### src/rtl/first_nios2_system_sysinfo_pkg.sv
// Register map, CTRL bit positions and reset values shared by the sysinfo slave.
// Pure declarations: no state, no latency, no flow control.
// Helper functions for CTRL packing and byte-lane merging.
package first_nios2_system_sysinfo_pkg;

  localparam int unsigned OFF_ID             = 0;
  localparam int unsigned OFF_TIMESTAMP      = 1;
  localparam int unsigned OFF_UPTIME_LO      = 2;
  localparam int unsigned OFF_UPTIME_HI_SNAP = 3;
  localparam int unsigned OFF_CTRL           = 4;
  localparam int unsigned OFF_ALARM          = 5;
  localparam int unsigned OFF_SCRATCH_BASE   = 6;

  localparam int unsigned CTRL_RUN    = 0;
  localparam int unsigned CTRL_CLEAR  = 1;
  localparam int unsigned CTRL_IRQ_EN = 2;
  localparam int unsigned CTRL_ALARM  = 3;

  localparam logic [31:0] CTRL_RESET  = 32'h0000_0001;
  localparam logic [31:0] ALARM_RESET = 32'hFFFF_FFFF;

  // Only the stored CTRL bits; clear is a strobe and never held.
  typedef struct packed {
    logic alarm;
    logic irq_en;
    logic run;
  } ctrl_t;

  function automatic logic [31:0] ctrl_word(input ctrl_t c);
    logic [31:0] w;
    w              = '0;
    w[CTRL_RUN]    = c.run;
    w[CTRL_IRQ_EN] = c.irq_en;
    w[CTRL_ALARM]  = c.alarm;
    return w;
  endfunction

  function automatic logic [31:0] merge_bytes(input logic [31:0] old_val,
                                              input logic [31:0] new_val,
                                              input logic [3:0]  be);
    logic [31:0] r;
    r = old_val;
    for (int b = 0; b < 4; b++) begin
      if (be[b]) r[8*b +: 8] = new_val[8*b +: 8];
    end
    return r;
  endfunction

endpackage

### src/rtl/first_nios2_system_sysinfo_uptime.sv
// Prescaler plus free-running 64-bit uptime counter.
// Latency: uptime updates on the tick edge; tick is combinational from registers.
// Backpressure: none; run=0 freezes both counters, clear zeroes them.
module first_nios2_system_sysinfo_uptime
  import first_nios2_system_sysinfo_pkg::*;
#(
  parameter int PRESCALE = 50
) (
  input  logic        clock,
  input  logic        reset_n,
  input  logic        run,
  input  logic        clear,
  output logic [63:0] uptime,
  output logic        tick
);

  localparam int PW = (PRESCALE > 1) ? $clog2(PRESCALE) : 1;

  logic [PW-1:0] pre_q;
  logic [63:0]   cnt_q;
  logic          wrap;

  assign wrap   = (pre_q == PW'(PRESCALE - 1));
  // A clear in the same cycle wins, so the tick is not reported to the alarm.
  assign tick   = run && wrap && !clear;
  assign uptime = cnt_q;

  always_ff @(posedge clock) begin
    if (!reset_n || clear) begin
      pre_q <= '0;
      cnt_q <= '0;
    end else if (run) begin
      pre_q <= wrap ? '0 : pre_q + PW'(1);
      if (wrap) cnt_q <= cnt_q + 64'd1;
    end
  end

endmodule

### src/rtl/first_nios2_system_sysinfo.sv
// Avalon-MM system info slave: ID, timestamp, uptime, alarm irq, scratch registers.
// Latency: fixed one-cycle registered read data, writes land on the write-cycle edge.
// Backpressure: none (no waitrequest); a read may be issued every cycle.
module first_nios2_system_sysinfo
  import first_nios2_system_sysinfo_pkg::*;
#(
  parameter logic [31:0] SYSID_ID        = 32'd1,
  parameter logic [31:0] SYSID_TIMESTAMP = 32'd1433419009,
  parameter int          ADDR_W          = 3,
  parameter int          NUM_SCRATCH     = 2,
  parameter int          PRESCALE        = 50
) (
  input  logic              clock,
  input  logic              reset_n,
  input  logic [ADDR_W-1:0] address,
  input  logic              read,
  input  logic              write,
  input  logic [31:0]       writedata,
  input  logic [3:0]        byteenable,
  output logic [31:0]       readdata,
  output logic              readdatavalid,
  output logic              irq
);

  localparam int NS = (NUM_SCRATCH > 0) ? NUM_SCRATCH : 1;

  logic [63:0] uptime;
  logic        tick;
  ctrl_t       ctrl_q;
  logic [31:0] alarm_q;
  logic [31:0] snap_q;
  logic [31:0] scratch_q [NS];
  logic [31:0] rd_val;
  logic        wr_ctrl;
  logic        wr_alarm;
  logic        rd_lo;
  logic        clear;
  logic        w1c;
  logic        alarm_hit;

  assign wr_ctrl  = write && (address == ADDR_W'(OFF_CTRL));
  assign wr_alarm = write && (address == ADDR_W'(OFF_ALARM));
  assign rd_lo    = read  && (address == ADDR_W'(OFF_UPTIME_LO));
  assign clear    = wr_ctrl && writedata[CTRL_CLEAR];
  assign w1c      = wr_ctrl && writedata[CTRL_ALARM];

  // Compare the value the counter is about to take against the pre-write ALARM.
  assign alarm_hit = tick && ((uptime[31:0] + 32'd1) == alarm_q);
  assign irq       = ctrl_q.alarm && ctrl_q.irq_en;

  first_nios2_system_sysinfo_uptime #(
    .PRESCALE (PRESCALE)
  ) u_uptime (
    .clock   (clock),
    .reset_n (reset_n),
    .run     (ctrl_q.run),
    .clear   (clear),
    .uptime  (uptime),
    .tick    (tick)
  );

  always_ff @(posedge clock) begin
    if (!reset_n) begin
      ctrl_q.run    <= CTRL_RESET[CTRL_RUN];
      ctrl_q.irq_en <= CTRL_RESET[CTRL_IRQ_EN];
      ctrl_q.alarm  <= CTRL_RESET[CTRL_ALARM];
      alarm_q       <= ALARM_RESET;
    end else begin
      if (wr_ctrl) begin
        ctrl_q.run    <= writedata[CTRL_RUN];
        ctrl_q.irq_en <= writedata[CTRL_IRQ_EN];
      end
      // Hardware set dominates a simultaneous write-1-to-clear.
      ctrl_q.alarm <= (ctrl_q.alarm && !w1c) || alarm_hit;
      if (wr_alarm) alarm_q <= writedata;
    end
  end

  always_ff @(posedge clock) begin
    if (!reset_n) begin
      for (int i = 0; i < NS; i++) scratch_q[i] <= '0;
    end else begin
      for (int i = 0; i < NUM_SCRATCH; i++) begin
        if (write && (address == ADDR_W'(OFF_SCRATCH_BASE + i)))
          scratch_q[i] <= merge_bytes(scratch_q[i], writedata, byteenable);
      end
    end
  end

  always_comb begin
    rd_val = '0;
    if (address == ADDR_W'(OFF_ID))                  rd_val = SYSID_ID;
    else if (address == ADDR_W'(OFF_TIMESTAMP))      rd_val = SYSID_TIMESTAMP;
    else if (address == ADDR_W'(OFF_UPTIME_LO))      rd_val = uptime[31:0];
    else if (address == ADDR_W'(OFF_UPTIME_HI_SNAP)) rd_val = snap_q;
    else if (address == ADDR_W'(OFF_CTRL))           rd_val = ctrl_word(ctrl_q);
    else if (address == ADDR_W'(OFF_ALARM))          rd_val = alarm_q;
    for (int i = 0; i < NUM_SCRATCH; i++) begin
      if (address == ADDR_W'(OFF_SCRATCH_BASE + i)) rd_val = scratch_q[i];
    end
  end

  // The LO read latches the upper half of the same counter value for a coherent pair.
  always_ff @(posedge clock) begin
    if (!reset_n) begin
      readdata      <= '0;
      readdatavalid <= 1'b0;
      snap_q        <= '0;
    end else begin
      readdatavalid <= read;
      readdata      <= read ? rd_val : '0;
      if (rd_lo) snap_q <= uptime[63:32];
    end
  end

endmodule
### config.mk
export PLATFORM = sky130hd
export DESIGN_NAME = first_nios2_system_sysinfo
export DESIGN_NICKNAME = d
export VERILOG_FILES = /design/src/rtl/first_nios2_system_sysinfo_pkg.sv /design/src/rtl/first_nios2_system_sysinfo_uptime.sv /design/src/rtl/first_nios2_system_sysinfo.sv
export SDC_FILE = /design/constraint.sdc
export NUM_CORES = 1
export LEC_CHECK = 0
export BUFFER_PORTS_ARGS = -buffer_cell sky130_fd_sc_hd__buf_2
export CORE_ASPECT_RATIO = 1.1
export CORE_MARGIN = 2
export CORE_UTILIZATION = 30
export DETAILED_ROUTE_END_ITERATION = 10
export PLACE_DENSITY_LB_ADDON = 0.12
export SLEW_MARGIN = 10
export SYNTH_ARGS = -nofsm -noshare
export SYNTH_HDL_FRONTEND = slang
export SYNTH_HIERARCHICAL = 1
export SYNTH_SLANG_ARGS = --single-unit
### constraint.sdc
create_clock -name clock -period 2.7 [get_ports clock]
set_input_delay 0.27 -clock clock [delete_from_list [all_inputs] [get_ports clock]]
set_output_delay 0.27 -clock clock [all_outputs]
set_load 0.005 [all_outputs]
# After elaboration in Yosys (flattened, before gate mapping)
# Memory sizes are Yosys's and may differ from the RTL's.
# Cells that the tools add are included.
[totals]
regBits = 170
ramBits = 64
input_bits = 43
out_inout_bits = 34
word_cells = 86
mem_count = 1
[mem_list]
columns = ["name", "depth", "width", "rd", "rd_clocked_by_memory_dff", "write_ports", "line_no", "source"]
rows = [
  ["scratch_q", 2, 32, 2, 0, 2, "first_nios2_system_sysinfo.sv:32", "logic [31:0] scratch_q [NS];"],
]
[op_classes]
addsub = 3
n_eq_ne = 9
mux = 42
bitwise_logic = 2
reduce_logical = 20
[op_table]
columns = ["operator", "count"]
rows = [
  ["32-bit 2-to-1 mux", 10],
  ["8-bit 2-to-1 mux", 24],
  ["64-bit by 1-bit adder with 64-bit output, second input constant", 1],
  ["32-bit by 1-bit adder with 32-bit output, second input constant", 1],
  ["32-bit == test", 1],
  ["3-bit == test, second input constant", 4],
  ["1-bit logical AND", 12],
  ["1-bit 2-to-1 mux", 7],
  ["6-bit by 1-bit adder with 6-bit output, second input constant", 1],
  ["3-bit by 2-bit == test with 1-bit output, second input constant", 2],
  ["6-bit == test, second input constant", 1],
  ["6-bit 2-to-1 mux", 1],
  ["2-bit AND reduction", 2],
  ["3-bit by 1-bit == test with 1-bit output, second input constant", 1],
  ["1-bit logical NOT", 3],
  ["3-bit logical NOT", 1],
  ["1-bit logical OR", 2],
  ["1-bit bitwise OR", 2],
]

# Longest topological paths before layout
[logic_depth]
word_depth = 9
depth_mapped = 12
mapped_depth_nobuf = 12

# Cells and area by module
# The synthesis kept the hierarchy.
[by_module_without_submodules]
columns = ["mod", "instances", "cells_each", "area_each_um2", "seq_area_each_um2"]
rows = [
  ["first_nios2_system_sysinfo", 1, 830, 7654.8, 3923.8],
  ["first_nios2_system_sysinfo_uptime", 1, 410, 3378.2, 1401.3],
]

# Worst setup path before layout
# OpenSTA, ideal clock, no wires.
[synth_timing]
path_kind = "register to register"
start = "register u_uptime.cnt_q[0] (netlist: u_uptime/uptime[0])"
end = "register ctrl_q[2] (netlist bit)"
setup_time_ns = 0.069
arrival_time_ns = 2.541
required_time_ns = 2.631
setup_slack_ns = 0.090
path_stages_with_launch = 8
synth_period_minus_slack_ns = 2.610
path_cell_list = "dfxtp_1 > ha_1 > nand3_1 > or3_2 > a221o_1 > or4_1 > or4_1 > o21ai_1"
[synth_via]
elab_chain_len = 4
[synth_lines]
columns = ["item", "line_no", "source"]
rows = [
  ["start, declared", "first_nios2_system_sysinfo_uptime.sv:20", "logic [63:0] cnt_q;"],
  ["start signal, assigned", "first_nios2_system_sysinfo_uptime.sv:34", "if (wrap) cnt_q <= cnt_q + 64'd1;"],
  ["32-bit by 1-bit adder with 32-bit output", "first_nios2_system_sysinfo.sv:48", "assign alarm_hit = tick && ((uptime[31:0] + 32'd1) == alarm_q);"],
  ["32-bit == test", "first_nios2_system_sysinfo.sv:48", ""],
  ["1-bit logical AND", "first_nios2_system_sysinfo.sv:48", ""],
  ["1-bit logical OR", "first_nios2_system_sysinfo.sv:74", "ctrl_q.alarm <= (ctrl_q.alarm && !w1c) || alarm_hit;"],
  ["end, declared", "first_nios2_system_sysinfo.sv:29", "ctrl_t ctrl_q;"],
]
# No other way between the ends.
# A chain may end at the register's enable or synchronous reset.

# Worst setup path in the final report
[layout_timing]
start = "register u_uptime.pre_q[5]"
end = "register ctrl_q[2] (netlist bit)"
[layout_via]
elab_chain_len = 5
[layout_lines]
columns = ["item", "line_no", "source"]
rows = [
  ["start, declared", "first_nios2_system_sysinfo_uptime.sv:19", "logic [PW-1:0] pre_q;"],
  ["start signal, assigned", "first_nios2_system_sysinfo_uptime.sv:33", "pre_q <= wrap ? '0 : pre_q + PW'(1);"],
  ["6-bit == test", "first_nios2_system_sysinfo_uptime.sv:23", "assign wrap = (pre_q == PW'(PRESCALE - 1));"],
  ["1-bit logical AND (2 in a row)", "first_nios2_system_sysinfo_uptime.sv:25", "assign tick = run && wrap && !clear;"],
  ["named net tick", "first_nios2_system_sysinfo.sv:28", "logic tick;"],
  ["1-bit logical AND", "first_nios2_system_sysinfo.sv:48", ""],
  ["1-bit logical OR", "first_nios2_system_sysinfo.sv:74", ""],
]
# The timed path passes the listed nets, and every way through them passes these cells.

==> run metrics <==
Yosys top cell area share=between 30% and 40%; 1st-pass router iterations=5; Top-Level Pins=77; synth-to-layout area growth=26.0%; Startpoint Class=flip-flop; gr usage total=approximately 19%; H-tree depth reported by CTS=1; first-pass GRT wire length=57200 µm; Top FF cell, synth=dfxtp_1; Clock power frac=about half; Post-synth ARST share=0%; Rel. slew slack=57.2%; dpl ws=-0.0281 ns; Max Slew Vio Count=0; VDD IR max=slightly above 500 µV; Sw Share=~23%; Synth top cells by count=nand2_1 (213), dfxtp_1 (170), nor2_1 (99), a21oi_1 (88), nand3_1 (70); overall power=approximately 8.4 mW; vias in the first global route=9459; CTS Sinks=234; fin cells=1908; sw power=about 1.9 mW; internal power=6.47 mW; CP Buf/Inv Count=0; Max-Cap Viols=0; PnR worst setup slack=approximately 0.10 ns; crit path max fanout=3; Post-synth EDFFs=64; Via-to-Cell Ratio=around 5.1; Worst EP arrival=3.09 ns; count leader, synth=nand2_1; Final Critical Period=roughly 2.6 ns; Final period util=a little under 100%; worst hold path class=primary input to flip-flop; CTS buffer count=27; Crit path top cell by count=or4_4; clock buffer depth=3; Setup Viol. Count Final=0; crit path cell chain=or3b_4 -> nor2_4 -> nand2_2 -> nor2_1 -> nand4_1 -> a221oi_2 -> nand3_1 -> or4_4 -> or4_4 -> o21ai_2; antenna viol nets, final=0; Mapped Cells=~1.2k; Synth Register Bits=approximately 230; Clock Tree Root=clkbuf_16; Die ar.=approximately 0.038 mm²; CTS tree=done; grt ovf=0; # port buffers=76; Vias=approximately 10k; Setup CP Type=flip-flop to flip-flop; crit-path max cell delay=~0.50 ns; GPL Wtd Cong=0.835; Post-Syn Area=about 0.011 mm²; Reg power frac=between 40% and 50%; fmax=around 0.39 GHz; DR iter-0 viols=between 600 and 700; Final #Nets=1446; Critical-path top delay cell=or4_4; Worst-Margin Slew=approximately 0.64 ns; starting density of the core=30.5%; final WL=approximately 37000 µm; Comb power frac=under 10%; net count after synthesis=approximately 1.3k; core area=approximately 0.036 mm²; Synth cell types=64; register area share after synthesis=about half; CTS clk-pin slew, worst paths=about 0.06 ns; Skew-Pair Late Insertion Delay=~0.56 ns; LEAKAGE=a little over 5 nW; Rows=73; Final Hold Fails=0; critical path capture point type=flip-flop; largest net degree at the start of global routing=63; yosys synthesis warning count=6; initial antenna violation count=1; Post-Syn Area per Cell=approximately 8.9 µm²; cell taking the most area after synthesis=dfxtp_1; wire length per cell=roughly 19 µm; drt drc=0; clk_skew=around 0.015 ns; Area contributors post-synth=dfxtp_1 (31%), edfxtp_1 (17%), nand2_1 (7.2%); Die H=205 µm; share of layout cells above drive strength 1=19.4%; die width=187 µm; CP Data Required Time=roughly 3.2 ns; hpwl dp=26600 µm; kind of cell adding the most delay to the critical path=simple AND/OR/NAND/NOR gates; # placed instances=roughly 1.8k; pwr/cell area=about 600 mW/mm²; status=completed
-- cells in the final DEF, fill, tap and decap left out, types with 10 or more instances in the layout --
cell type	netlist	final
nor2_1	99	97
a221oi_1	13	12
o31ai_1	10	10
dfxtp_1	170	162
or3_1	22	22
nor3_1	17	16
clkbuf_16	0	27
and3_1	12	12
mux2_2	18	18
buf_2	3	76
o21ai_0	48	48
mux2i_1	25	25
dlygate4sd3_1	0	32
nand4_1	48	48
xor2_1	37	37
inv_1	12	12
nor4_1	17	17
nand2_1	213	211
nand3_1	70	70
o22ai_1	26	26
or4_1	12	10
xnor2_1	37	37
edfxtp_1	64	64
buf_4	0	83
and2_1	37	37
a22oi_1	16	16
a21oi_1	88	88
-- through the flow --
stage | area [µm²] | hold slack, ns | util (%) | TNS [ns]
3_3_place_gp | 12500 | 0.447 | 34.5 | 0
5_1_grt | 13900 | 0.0349 | 38.4 | -0.00865
6_report | 13900 | 0.0380 | 38.4 | 0
3_5_place_dp | 12500 | 0.447 | 34.5 | -0.0281
2_1_floorplan | 11000 | 0.394 | - | 0
4_1_cts | 13800 | 0.0155 | 38.2 | 0
-- layout make-up --
class / instances / area, µm²
fill: 3764 / 22300
multi-input combinational: 927 / 5490
sequential: 234 / 5340
timing repair buffer: 196 / 1420
clock buffer: 30 / 707
tap: 487 / 609
clock inverter: 20 / 289
inverter: 13 / 48.8
antenna: 1 / 2.50
-- final timing paths --
path / slack, ns / cells after the start / startpoint / to
setup reg to reg: 0.10 / 10 / u_uptime/pre_q[5]$_SDFFE_PP0P_ / ctrl_q[2]$_SDFF_PN0_
hold / removal: 0.04 / 2 / reset_n / alarm_q[1]$_SDFFE_PN1P_
hold reg to reg: 0.46 / 2 / snap_q[22]$_SDFFE_PN0P_ / snap_q[22]$_SDFFE_PN0P_
setup / recovery: 0.10 / 10 / u_uptime/pre_q[5]$_SDFFE_PP0P_ / ctrl_q[2]$_SDFF_PN0_
-- sequential cells by signal (all words and copies together) (netlist names) --
signal,cells
alarm_q,32
u_uptime/uptime,64
readdatavalid,1
scratch_q,64
snap_q,32
ctrl_q,3
readdata,32
u_uptime/pre_q,6
-- power groups by stage --
| stage | Sequential [mW] | Combinational (mW) | Clock [mW] |
|---|---|---|---|
| after floorplan | 3.82 | 0.263 | 0 |
| after global placement | 3.84 | 0.469 | 0 |
| after detailed placement | 3.84 | 0.468 | 0 |
| after CTS | 3.76 | 0.506 | 4.23 |
| after global routing | 3.77 | 0.552 | 4.35 |
| final | 3.76 | 0.503 | 4.12 |
-- metal layers --
metal / track usage (%) / share of wire (%)
met5: 0 / 0
met4: 5.19 / 2.3
met3: 2.59 / 5.0
met2: 31.8 / 47
met1: 26.3 / 46
-- logic make-up after synthesis --
| family | synth area share [%] |
|---|---|
| AND/OR/NAND/NOR | 26.8 |
| flip-flops | 48.3 |
| AO/OA/AOI/OAI | 11.6 |
| buffers and inverters | 2.72 |
| XOR/XNOR | 5.87 |
| multiplexers | 4.31 |
| adder cells (fa/ha/maj) | 0.454 |
-- what timing repair did --
item                       CTS  global route
gates resized for setup      2            21
setup endpoints to repair    1             1
hold endpoints to repair    34             0
hold buffers                32             0
buffers inserted             0             1
cloned                       0             0
pin swaps                    0             3
Power figures use the tool's default switching activity.
